### src/rtl/tlk2711_rx_deframer.sv
// TLK2711 receive deframer: word sync on idles, SOF/LEN/payload/CKSUM/EOF parsing,
// payload buffered in a first-word-fall-through FIFO with per-frame status and loss-of-sync.
module tlk2711_rx_deframer #(
  parameter int DLEN_WIDTH = 16,
  parameter int MAX_LEN    = 4096,
  parameter int FIFO_DEPTH = 64,
  parameter int SYNC_CNT   = 4,
  parameter int LOSS_CNT   = 4
) (
  input  logic                  clk,
  input  logic                  rst,
  input  logic                  i_enable,
  input  logic                  i_2711_rkmsb,
  input  logic                  i_2711_rklsb,
  input  logic [15:0]           i_2711_rxd,
  output logic [15:0]           o_m_data,
  output logic                  o_m_valid,
  output logic                  o_m_last,
  output logic                  o_m_err,
  input  logic                  i_m_ready,
  output logic                  o_frame_done,
  output logic                  o_frame_err,
  output logic [2:0]            o_err_code,
  output logic [DLEN_WIDTH-1:0] o_frame_len,
  output logic                  o_sync,
  output logic                  o_loss_irq
);

  localparam int AW  = $clog2(FIFO_DEPTH);
  localparam int SCW = $clog2(SYNC_CNT + 1);
  localparam int LCW = $clog2(LOSS_CNT + 1);
  localparam logic [SCW-1:0]        SYNC_LAST = SCW'(SYNC_CNT - 1);
  localparam logic [LCW-1:0]        LOSS_LAST = LCW'(LOSS_CNT - 1);
  localparam logic [DLEN_WIDTH-1:0] MAX_LEN_W = DLEN_WIDTH'(MAX_LEN);
  localparam logic [DLEN_WIDTH-1:0] ONE_W     = DLEN_WIDTH'(1);
  localparam logic [AW:0]           CNT_FULL  = (AW + 1)'(FIFO_DEPTH);

  localparam logic [2:0] E_LEN   = 3'd1;
  localparam logic [2:0] E_BADK  = 3'd2;
  localparam logic [2:0] E_NOEOF = 3'd3;
  localparam logic [2:0] E_CKSUM = 3'd4;
  localparam logic [2:0] E_OVF   = 3'd5;
  localparam logic [2:0] E_LOSS  = 3'd6;
  localparam logic [2:0] E_ABORT = 3'd7;

  typedef enum logic [2:0] {W_NONE, W_IDLE, W_SOF, W_EOF, W_DATA, W_CV} wcls_t;
  typedef enum logic [2:0] {S_UNSYNC, S_IDLE, S_HDR, S_PAYLOAD, S_CKSUM, S_EOFW, S_DROP} state_t;

  logic [15:0] rxd_p0, rxd_p1;
  logic [1:0]  rk_p0;
  logic        vld_p0;
  wcls_t       cls_p0, cls_p1;

  state_t                state, state_n;
  logic [SCW-1:0]        idle_cnt, idle_cnt_n;
  logic [LCW-1:0]        cv_cnt, cv_cnt_n;
  logic [DLEN_WIDTH-1:0] rem, rem_n, len, len_n, flen_n, len_word;
  logic [15:0]           sum, sum_n;
  logic                  mism, mism_n, pushed, pushed_n;
  logic                  done_n, err_n, loss_n;
  logic [2:0]            code_n;
  logic                  dpush, need_term, in_frame, mid_frame;

  logic [17:0]   mem [FIFO_DEPTH];
  logic [AW-1:0] wr_ptr, rd_ptr;
  logic [AW:0]   count;
  logic          full, pop, wr_en, term_pend, term_req, term_pend_n;
  logic [17:0]   wr_word;

  // Stage p0: raw pins registered; decoded into word classes on the way to p1
  always_ff @(posedge clk) begin
    rxd_p0 <= i_2711_rxd;
    rk_p0  <= {i_2711_rkmsb, i_2711_rklsb};
    rxd_p1 <= rxd_p0;
    if (rst) begin
      vld_p0 <= 1'b0;
      cls_p1 <= W_NONE;
    end else begin
      vld_p0 <= 1'b1;
      cls_p1 <= cls_p0;
    end
  end

  always_comb begin
    cls_p0 = W_NONE;
    if (vld_p0) begin
      if (rk_p0 == 2'b01 && rxd_p0 == 16'hC5BC)      cls_p0 = W_IDLE;
      else if (rk_p0 == 2'b11 && rxd_p0 == 16'hFBFB) cls_p0 = W_SOF;
      else if (rk_p0 == 2'b11 && rxd_p0 == 16'hFDFD) cls_p0 = W_EOF;
      else if (rk_p0 == 2'b00)                       cls_p0 = W_DATA;
      else                                           cls_p0 = W_CV;
    end
  end

  // Stage p1: frame state machine acts on the decoded word
  assign len_word  = DLEN_WIDTH'(rxd_p1);
  assign in_frame  = (state == S_HDR) || (state == S_PAYLOAD) || (state == S_CKSUM) || (state == S_EOFW);
  assign mid_frame = (state == S_PAYLOAD) && pushed;

  always_comb begin
    state_n    = state;
    idle_cnt_n = idle_cnt;
    cv_cnt_n   = cv_cnt;
    rem_n      = rem;
    len_n      = len;
    sum_n      = sum;
    mism_n     = mism;
    pushed_n   = pushed;
    flen_n     = o_frame_len;
    code_n     = o_err_code;
    done_n     = 1'b0;
    err_n      = 1'b0;
    loss_n     = 1'b0;
    dpush      = 1'b0;
    need_term  = 1'b0;
    if (!i_enable) begin
      state_n    = S_UNSYNC;
      idle_cnt_n = '0;
      cv_cnt_n   = '0;
      if (in_frame) begin
        err_n = 1'b1; code_n = E_ABORT; flen_n = len; need_term = mid_frame;
      end
    end else if (cls_p1 == W_CV) begin
      idle_cnt_n = '0;
      if (cv_cnt != LOSS_LAST) cv_cnt_n = cv_cnt + 1'b1;
      if (cv_cnt == LOSS_LAST && state != S_UNSYNC) begin
        loss_n  = 1'b1;
        state_n = S_UNSYNC;
        if (in_frame) begin
          err_n = 1'b1; code_n = E_LOSS; flen_n = len; need_term = mid_frame;
        end
      end
    end else if (cls_p1 == W_IDLE && state != S_UNSYNC) begin
      cv_cnt_n = '0;
    end else if (cls_p1 != W_NONE) begin
      cv_cnt_n = '0;
      unique case (state)
        S_UNSYNC: begin
          if (cls_p1 == W_IDLE) begin
            if (idle_cnt == SYNC_LAST) begin
              state_n = S_IDLE; idle_cnt_n = '0;
            end else begin
              idle_cnt_n = idle_cnt + 1'b1;
            end
          end else begin
            idle_cnt_n = '0;
          end
        end
        S_IDLE, S_DROP: begin
          if (cls_p1 == W_SOF) begin
            state_n = S_HDR; len_n = '0; pushed_n = 1'b0;
          end else if (cls_p1 == W_EOF && state == S_DROP) begin
            state_n = S_IDLE;
          end
        end
        S_HDR: begin
          if (cls_p1 == W_DATA) begin
            if (len_word == '0 || len_word > MAX_LEN_W) begin
              err_n = 1'b1; code_n = E_LEN; flen_n = len_word; state_n = S_DROP;
            end else begin
              len_n = len_word; rem_n = len_word; sum_n = '0; mism_n = 1'b0;
              pushed_n = 1'b0; state_n = S_PAYLOAD;
            end
          end else begin
            err_n = 1'b1; code_n = E_BADK; flen_n = len; state_n = S_DROP;
          end
        end
        S_PAYLOAD: begin
          if (cls_p1 == W_DATA && !full && !term_pend) begin
            dpush    = 1'b1;
            pushed_n = 1'b1;
            sum_n    = sum + rxd_p1;
            rem_n    = rem - 1'b1;
            if (rem == ONE_W) state_n = S_CKSUM;
          end else begin
            err_n     = 1'b1;
            code_n    = (cls_p1 == W_DATA) ? E_OVF : E_BADK;
            flen_n    = len;
            state_n   = S_DROP;
            need_term = pushed;
          end
        end
        S_CKSUM: begin
          if (cls_p1 == W_DATA) begin
            mism_n = (rxd_p1 != sum); state_n = S_EOFW;
          end else begin
            err_n = 1'b1; code_n = E_BADK; flen_n = len; state_n = S_DROP;
          end
        end
        S_EOFW: begin
          flen_n = len;
          if (cls_p1 == W_EOF) begin
            state_n = S_IDLE;
            if (mism) begin
              err_n = 1'b1; code_n = E_CKSUM;
            end else begin
              done_n = 1'b1;
            end
          end else begin
            err_n  = 1'b1;
            code_n = E_NOEOF;
            if (cls_p1 == W_SOF) begin
              state_n = S_HDR; len_n = '0; pushed_n = 1'b0;
            end else begin
              state_n = S_DROP;
            end
          end
        end
        default: state_n = S_UNSYNC;
      endcase
    end
  end

  always_ff @(posedge clk) begin
    if (rst) begin
      state        <= S_UNSYNC;
      idle_cnt     <= '0;
      cv_cnt       <= '0;
      rem          <= '0;
      len          <= '0;
      sum          <= '0;
      mism         <= 1'b0;
      pushed       <= 1'b0;
      o_frame_done <= 1'b0;
      o_frame_err  <= 1'b0;
      o_err_code   <= '0;
      o_frame_len  <= '0;
      o_loss_irq   <= 1'b0;
    end else begin
      state        <= state_n;
      idle_cnt     <= idle_cnt_n;
      cv_cnt       <= cv_cnt_n;
      rem          <= rem_n;
      len          <= len_n;
      sum          <= sum_n;
      mism         <= mism_n;
      pushed       <= pushed_n;
      o_frame_done <= done_n;
      o_frame_err  <= err_n;
      o_err_code   <= code_n;
      o_frame_len  <= flen_n;
      o_loss_irq   <= loss_n;
    end
  end

  assign o_sync = (state != S_UNSYNC);

  // Stage p2: FIFO write; a pending terminator always goes in before later payload
  assign full     = (count == CNT_FULL);
  assign pop      = o_m_valid & i_m_ready;
  assign term_req = term_pend | need_term;

  always_comb begin
    wr_en       = 1'b0;
    wr_word     = {2'b00, rxd_p1};
    term_pend_n = term_req;
    if (dpush) begin
      wr_en   = 1'b1;
      wr_word = {1'b0, (rem == ONE_W), rxd_p1};
    end else if (term_req && !full) begin
      wr_en       = 1'b1;
      wr_word     = {2'b11, 16'h0000};
      term_pend_n = 1'b0;
    end
  end

  always_ff @(posedge clk) begin
    if (wr_en) mem[wr_ptr] <= wr_word;
    if (rst) begin
      wr_ptr    <= '0;
      rd_ptr    <= '0;
      count     <= '0;
      term_pend <= 1'b0;
    end else begin
      term_pend <= term_pend_n;
      if (wr_en) wr_ptr <= wr_ptr + 1'b1;
      if (pop)   rd_ptr <= rd_ptr + 1'b1;
      unique case ({wr_en, pop})
        2'b10:   count <= count + 1'b1;
        2'b01:   count <= count - 1'b1;
        default: count <= count;
      endcase
    end
  end

  assign o_m_valid = (count != '0);
  assign o_m_data  = o_m_valid ? mem[rd_ptr][15:0] : 16'h0000;
  assign o_m_last  = o_m_valid & mem[rd_ptr][16];
  assign o_m_err   = o_m_valid & mem[rd_ptr][17];

endmodule

### config.mk
export PLATFORM = sky130hd
export DESIGN_NAME = tlk2711_rx_deframer
export DESIGN_NICKNAME = d
export VERILOG_FILES = /design/src/rtl/tlk2711_rx_deframer.sv
export SDC_FILE = /design/constraint.sdc
export NUM_CORES = 1
export LEC_CHECK = 0
export CAP_MARGIN = 10
export CORE_MARGIN = 2
export CORE_UTILIZATION = 50
export CTS_BUF_LIST = sky130_fd_sc_hd__clkbuf_4
export CTS_CLUSTER_SIZE = 16
export DETAILED_ROUTE_END_ITERATION = 8
export GPL_ROUTABILITY_DRIVEN = 1
export PLACE_DENSITY = 0.75
export SLEW_MARGIN = 20
export SYNTH_ARGS = -nofsm -noshare
export SYNTH_HDL_FRONTEND = slang
export SYNTH_SLANG_ARGS = --single-unit
### constraint.sdc
create_clock -name clk -period 4.7 [get_ports clk]
set_clock_uncertainty 0.1 [all_clocks]
set_input_delay 0.94 -clock clk [delete_from_list [all_inputs] [get_ports clk]]
set_output_delay 0.94 -clock clk [all_outputs]
set_load 0.05 [all_outputs]
==> flow_metrics.py, run 1 <==
metrics = {
    "status": {
        "outcome": "finished, violations left",
        "violations": "negative setup slack",
    },
    "placed_design": {
        "dp.cells": 4142,
        "dpl-instance-area_mm2": 0.0545,
        "routabilityCongestion": 0.846,
        "io_buffers": 63,
        "place_hpwl_um": 74000,
    },
    "worst_setup_path": {
        "crit_buf_inv": 4,
        "arrival_ns": 3.86,
        "cpLargestDelayFamily": "multiplexers",
        "crit_type": "reg -> out",
        "slowest_stage": "mux4_2",
        "crit_fanout": 8,
        "path_cells": "buf_6 -> buf_16 -> buf_12 -> mux4_2 -> mux4_2 -> nand2_1 -> o211ai_1 -> buf_4",
        "required_ns": 3.66,
        "critPathCaptureType": "output pin",
        "worstSetupStartpointType": "flip-flop",
        "cpPeakStageDelay_ns": 0.61,
        "critical_path.most_common_cell": "mux4_2",
    },
    "sta": {
        "tightest_slew_ns": 1.04,
        "period_minus_slack_ns": 4.90,
        "period_share_pct": 104,
        "relSlewSlack_pct": 30.2,
        "maxSlewViolCount": 0,
        "hold_slack_ns": 0.141,
        "hold_viol_final": 0,
        "setup_viol": 18,
        "rsz0062_at_grt": "yes",
        "finalWorstSetupSlack_ns": -0.201,
        "fmax_mhz": 204,
    },
    "global_routing": {
        "grt_util_all_layers_pct": 24.4,
        "grt-ovfl-total": 0,
        "grt_max_degree": 79,
        "grt_pass1_wl_um": 186000,
        "antenna_found_initial": 6,
        "grt_pass1_vias": 29766,
    },
    "pwr": {
        "pwr-share-seq_pct": 56.8,
        "peakVddDrop_mv": 0.224,
        "p_clk_share_pct": 41.6,
        "intPower_uw": 17400,
        "leakagePower_uw": 0.0188,
        "total_power_uw": 22100,
        "pwr_density_cell_mw_per_mm2": 370,
        "switching_share_pct": 21.2,
        "switching_power_uw": 4690,
        "pwr-share-comb_pct": 1.6,
    },
    "synth": {
        "synth_edf_count": 1152,
        "synth.distinct_cells": 74,
        "synth_nets": 2753,
        "syn_inst": 2705,
        "ys_warn_count": 0,
        "ys_seq_area_share_pct": 73.2,
        "async_flop_share_pct": 0,
        "synth-seq-cells": 1297,
        "synth-main-ff-cell": "edfxtp_1",
        "synth_area_mm2": 0.0512,
        "postSynthAreaPerCell_um2": 18.9,
    },
    "clock_tree": {
        "cts_tree": "yes",
        "cts_buffer_depth": 4,
        "clock_latency_ns": 1.20,
        "clk_pin_slew_ns": 0.09,
        "cts_buffers": 335,
        "clock_sinks": 1297,
        "cts_root_buf": "clkbuf_4",
        "htree_levels": 5,
    },
    "routing": {
        "wirelength_um": 127000,
        "dr.pass1.iters": 6,
        "post_drt_wl_per_cell_um": 26.8,
        "drt.antenna.violating_nets": 0,
        "viasPerCell": 6.08,
        "vias": 28887,
        "route.detailed.drc": 0,
        "drt_iter0_markers": 3470,
    },
    "layout": {
        "layout_commonest_cell": "edfxtp_1",
        "syn_to_final_growth_pct": 16.6,
        "final_core_util_pct": 58.7,
        "layout_common_cells": "edfxtp_1 (1152), clkbuf_4 (473), mux4_2 (324), buf_4 (166), dfxtp_1 (140)",
        "final_cells": 4754,
        "drive_above_1_share_pct": 35.3,
        "finalNetCount": 3212,
        "final_area_mm2": 0.0597,
    },
    "hold_path": {
        "worstHoldPathType": "in -> reg",
    },
    "floorplan": {
        "dieWidth_um": 324,
        "start_util_pct": 50.4,
        "std_cell_rows": 117,
        "core_area_mm2": 0.102,
        "die_area_mm2": 0.105,
        "num_io_pins": 64,
        "fp.dieH_um": 324,
    },
    "job": {
        "maxCapViolations": 0,
    },
}
-- through the flow --
stage	setup slack, ns	setup TNS [ns]
2_1_floorplan	0.204	0
3_3_place_gp	0.523	0
3_5_place_dp	0.521	0
4_1_cts	-0.230	-3.35
5_1_grt	-0.327	-4.53
6_report	-0.201	-2.22
-- worst reg2reg max path: stages (launching register included) --
cell	delay [ns]
dfxtp_1	0.55
or3b_1	0.54
a311oi_4	0.51
nand4_4	0.24
nand2_2	0.12
inv_1	0.07
ha_1	0.20
xor2_1	0.14
ha_1	0.18
a21oi_1	0.33
o31ai_1	0.11
a221oi_1	0.42
xor2_1	0.14
or3_1	0.32
a21oi_1	0.14
-- cell families (layout without fill, tap and decap cells) --
logic type | after synthesis | count (layout) | share of synthesized area, %
adder cells (fa/ha/maj) | 26 | 26 | 0.650
XOR/XNOR | 31 | 31 | 0.530
multiplexers | 403 | 403 | 15.8
AND/OR/NAND/NOR | 497 | 497 | 4.78
other | 0 | 5 | 0
flip-flops | 1297 | 1297 | 73.2
AO/OA/AOI/OAI | 285 | 285 | 3.69
buffers and inverters | 166 | 842 | 1.38
-- cells in the mapped netlist (all sizes together), types with 4 or more instances --
library cell  number  share of area (%)
a22oi             10               0.15
nor2             142                1.1
clkbuf            79               0.58
nand2b            13               0.16
mux2i             79                1.5
a21oi             58               0.57
ha                25               0.61
xor2              18               0.31
mux4             324                 14
a21o               9               0.13
buf               66               0.64
nand4             29               0.41
a211oi             7               0.11
o211ai            22               0.32
o21ai             88               0.86
and2              19               0.23
nor3              16               0.16
dfxtp            145                5.7
xnor2             13               0.22
inv               21               0.15
a22o              15               0.26
nor4              19               0.26
or4                6              0.095
or3                8              0.098
nand3             42               0.42
o22ai              4              0.049
edfxtp          1152                 68
o21a               7               0.10
nand2            143                1.1
nor3b              5              0.095
o221a             16               0.35
nor2b             21               0.26
and3              19               0.23
o31ai              5              0.073
a31oi             27               0.35
-- per-layer routing --
layer / vias up / wire length, µm / GRT usage, %
met3: 308 / 15200 / 7.59
met5: - / 28 / 0
li1: 12165 / - / -
met1: 14601 / 46100 / 31.3
met4: 4 / 4560 / 10.5
met2: 1809 / 61600 / 38.6
-- sequential cells by signal, summed over array words and instances, names as in the netlist, 2 cells and up, named ones only --
signal       flops
cls_p1           3
count            7
cv_cnt           3
idle_cnt         3
len             16
len_word        16
mem           1152
o_err_code       3
o_frame_len     16
rd_ptr           6
rem             16
rk_p0            2
rxd_p0          16
state            3
sum             16
wr_ptr           6
-- power by group through the flow --
stage / clock network [µW] / registers (µW) / logic [µW]
final: 9200 / 12600 / 355
after global routing: 9990 / 12600 / 378
after CTS: 9350 / 12600 / 350
after detailed placement: 0 / 12800 / 349
after global placement: 0 / 12800 / 326
after floorplan: 0 / 12800 / 157
-- path summary, 6_finish.rpt --
kind / start / to / slack, ns / depth (start not counted)
min: i_2711_rkmsb / rk_p0[1] / 0.14 / 1
max reg2reg: cls_p1[2] / count[4] / 0.42 / 14
max: flip-flop / o_m_last / -0.20 / 8
min reg2reg: rxd_p0[5] / len_word[5] / 0.25 / 0
-- area by class of cell --
cell class | count | area (µm²)
sequential | 1297 | 37500
tap | 1368 | 1710
clock inverter | 82 | 440
clock buffer | 472 | 3540
antenna | 5 | 12.5
fill | 7272 | 42000
multi-input combinational | 1242 | 13500
inverter | 21 | 78.8
timing repair buffer | 267 | 2900
-- timing repair --
item | 4_1_cts | 5_1_grt
endpoints found under the hold margin | 10 | 0
gates resized for setup | 78 | 30
hold buffers | 1 | 0
pin swaps | 14 | 15
gates cloned | 10 | 7
endpoints found under the setup margin | 18 | 18
setup buffers | 17 | 20
No activity file was read; power rests on OpenSTA's default activity.
==> inputs of run 2 (changes only) <==
--- a/config.mk
+++ b/config.mk
@@ -5,6 +5,7 @@
 export SDC_FILE = /design/constraint.sdc
 export NUM_CORES = 1
 export LEC_CHECK = 0
+export ABC_AREA = 1
 export CAP_MARGIN = 10
 export CORE_MARGIN = 2
 export CORE_UTILIZATION = 50
==> run 2 against run 1 <==
Compared with the run above:
- the run now ends clean
- critical path depth grew 4
- core utilization shrank 0.70 points
- cell count grew 47%
- clock power is essentially flat
- first-iteration DRC count grew 49%
- largest cell class unchanged
- largest power group unchanged
==> flow_metrics.py, run 2 <==
metrics = {
    "sta": {
        "maxSlewViolCount": 0,
        "setup_viol": 0,
        "tightest_slew_ns": 0.975,
        "fmax_mhz": 214,
        "period_minus_slack_ns": 4.66,
        "hold_viol_final": 0,
        "relSlewSlack_pct": 34.9,
        "finalWorstSetupSlack_ns": 0.0379,
        "rsz0062_at_grt": "yes",
        "period_share_pct": 99.2,
    },
    "layout": {
        "largest_reg_flops": 1152,
        "fill_cells": 8492,
        "layout_common_cells": "nand2_1 (1492), edfxtp_1 (1152), nand3_1 (682), clkbuf_4 (482), nor2_1 (365)",
        "largest-register": "mem",
        "layout_commonest_cell": "nand2_1",
        "finalNetCount": 5415,
        "final_cells": 6989,
        "drive_above_1_share_pct": 15.4,
        "syn_to_final_growth_pct": 14.8,
    },
    "global_routing": {
        "grt-ovfl-total": 0,
        "grt_pass1_vias": 38117,
        "grt_max_degree": 104,
        "antenna_found_initial": 4,
        "grt_pass1_wl_um": 222000,
        "grt_util_all_layers_pct": 26.2,
    },
    "routing": {
        "viasPerCell": 5.78,
        "drt.antenna.violating_nets": 0,
        "post_drt_wl_per_cell_um": 21.4,
        "drt_iter0_markers": 5154,
        "wirelength_um": 150000,
        "route.detailed.drc": 0,
        "dr.pass1.iters": 6,
        "vias": 40427,
    },
    "clock_tree": {
        "clock_latency_ns": 1.16,
        "cts_buffers": 332,
        "htree_levels": 5,
        "cts_tree": "yes",
        "clock_sinks": 1297,
        "cts_buffer_depth": 4,
        "cts_root_buf": "clkbuf_4",
        "postCtsHoldBufs": 0,
        "clk_pin_slew_ns": 0.07,
    },
    "synth": {
        "ys_warn_count": 0,
        "synth.distinct_cells": 48,
        "synth_nets": 5109,
        "synth-main-ff-cell": "edfxtp_1",
        "synth_top_area_cell": "edfxtp_1",
        "synth_common_cells": "nand2_1 (1495), edfxtp_1 (1152), nand3_1 (690)",
        "yosysTopAreaCellShare_pct": 63.7,
        "synthTopCellsByArea": "edfxtp_1 (64%), nand2_1 (10%), nand3_1 (6.4%)",
        "synth_area_mm2": 0.0543,
        "postSynthAreaPerCell_um2": 10.7,
        "ys_seq_area_share_pct": 69.1,
        "async_flop_share_pct": 0,
        "yosysMostFrequentCell": "nand2_1",
        "synth_edf_count": 1152,
        "syn_inst": 5061,
        "synth-seq-cells": 1297,
    },
    "worst_setup_path": {
        "path_cells": "buf_12 -> inv_16 -> buf_4 -> nand3_1 -> nand3_1 -> nand2_1 -> a21oi_1 -> nand2_1 -> o211ai_1 -> a21oi_1 -> buf_4 -> buf_12",
        "required_ns": 3.66,
        "cpPeakStageDelay_ns": 0.41,
        "worstSetupStartpointType": "flip-flop",
        "slowest_stage": "dfxtp_4",
        "crit_buf_inv": 5,
        "critPathCaptureType": "output pin",
        "cpLargestDelayFamily": "buffers and inverters",
        "crit_type": "reg -> out",
        "crit_cells": 12,
        "crit_fanout": 60,
        "ff2ff_path_depth": 23,
        "arrival_ns": 3.62,
    },
    "placed_design": {
        "io_buffers": 63,
        "place_hpwl_um": 83800,
        "dp.cells": 6406,
        "pre_cts_slack_ns": 0.430,
        "routabilityCongestion": 0.895,
    },
    "status": {
        "outcome": "completed",
    },
    "floorplan": {
        "die_area_mm2": 0.111,
        "dieWidth_um": 333,
        "fp.dieH_um": 333,
        "start_util_pct": 50.6,
        "num_io_pins": 64,
        "core_area_mm2": 0.107,
        "std_cell_rows": 120,
    },
    "job": {
        "maxCapViolations": 0,
    },
    "pwr": {
        "pwr_density_cell_mw_per_mm2": 487,
        "pwr-share-comb_pct": 27.9,
        "peakVddDrop_mv": 0.687,
        "switching_power_uw": 10200,
        "leakagePower_uw": 0.0232,
        "switching_share_pct": 33.6,
        "pwr-share-seq_pct": 41.8,
        "intPower_uw": 20100,
        "p_clk_share_pct": 30.3,
    },
    "hold_path": {
        "holdPathStages": 1,
        "worstHoldPathType": "in -> reg",
    },
}
run 2: cell types whose count changed in the layout (fill, tap and decap cells not counted), sizes merged, moves of 67 or more:
cell   previous run  this run
mux2i            79         0
nor2            142       412
nand3            42       694
nand2           143      1505
a21oi            58       308
inv              24       178
o31ai             5        72
mux4            324         0
run 2: layout make-up:
type | count | area (µm²) | area share (%)
repair inverters | 5 | 56.3 | 0.0904
clock inverters | 70 | 355 | 0.571
diodes | 1 | 2.50 | 0.00402
clock buffers | 482 | 3620 | 5.81
multi-input cells | 3299 | 15300 | 24.6
well taps | 1403 | 1760 | 2.82
repair buffers | 261 | 2950 | 4.74
flip-flops and latches | 1297 | 37500 | 60.2
inverters | 171 | 694 | 1.12
run 2: cell families (layout without fill, tap and decap cells):
| group | count (synthesis) | in the layout | synth area share [%] |
|---|---|---|---|
| AOI/OAI and AO/OA | 565 | 565 | 5.75 |
| xor gates and xnor gates | 24 | 24 | 0.387 |
| adders and majority gates | 26 | 26 | 0.613 |
| buffers and inverters | 465 | 989 | 3.50 |
| DFF | 1297 | 1297 | 69.1 |
| other | 0 | 1 | 0 |
| and+or+nand+nor | 2684 | 2684 | 20.7 |
run 2: worst register-to-register path: stages, from the launching register on:
cell and delay, ns:
dfxtp_1 0.35, inv_1 0.06, nand2_1 0.12, inv_2 0.06, nand2_1 0.31, nand2_1 0.13
o21ai_1 0.10, nand2_1 0.07, nand2_1 0.07, nand2_1 0.06, nand2_2 0.20, nand2_4 0.07
inv_1 0.19, ha_1 0.44, xnor2_1 0.19, inv_1 0.07, ha_1 0.17, inv_1 0.05
nand2_1 0.09, nand3_1 0.09, nand3_1 0.08, xor2_1 0.15, nand2_1 0.07, a21oi_1 0.05
run 2: timing repair:
| item | CTS | global route |
|---|---|---|
| endpoints found under the setup margin | 18 | 17 |
| gates cloned | 7 | 8 |
| gates resized for setup | 60 | 38 |
| pin swaps | 3 | 8 |
| setup buffers | 7 | 8 |
run 2: final timing paths:
check	from	to	slack, ns
max	flip-flop	o_m_data[11]	0.04
min	i_2711_rxd[13]	rxd_p0[13]	0.20
max reg2reg	cls_p1[1]	count[6]	1.21
min reg2reg	rxd_p0[15]	len_word[15]	0.25
run 2: power groups by stage:
stage	clock network [µW]	registers, µW	logic (µW)
CTS	9310	12700	7960
global route	9880	12700	9030
floorplan	0	12900	4700
global placement	0	12900	7360
detailed placement	0	12900	7470
finish	9200	12700	8460
run 2: layer usage:
metal / wire [µm] / global-route usage (%) / up-vias / share of wire [%]
li1: - / - / 18363 / -
met1: 56300 / 35.1 / 19202 / 38
met2: 70300 / 41.4 / 2490 / 47
met3: 17200 / 5.50 / 370 / 11
met4: 6110 / 11.9 / 2 / 4.1
met5: 13 / 0 / - / 0.0087
run 2: stage by stage:
stage	setup TNS (ns)	hold slack (ns)	instance area [µm²]	power, µW	util [%]
3_5_place_dp	0	0.235	57400	20400	53.4
5_1_grt	-0.148	0.127	62300	31600	58.0
6_report	0	0.197	62300	30300	58.0
4_1_cts	-0.0731	0.0936	61900	30000	57.6
2_1_floorplan	0	0.231	54300	17600	-
3_3_place_gp	0	0.236	57400	20300	53.4
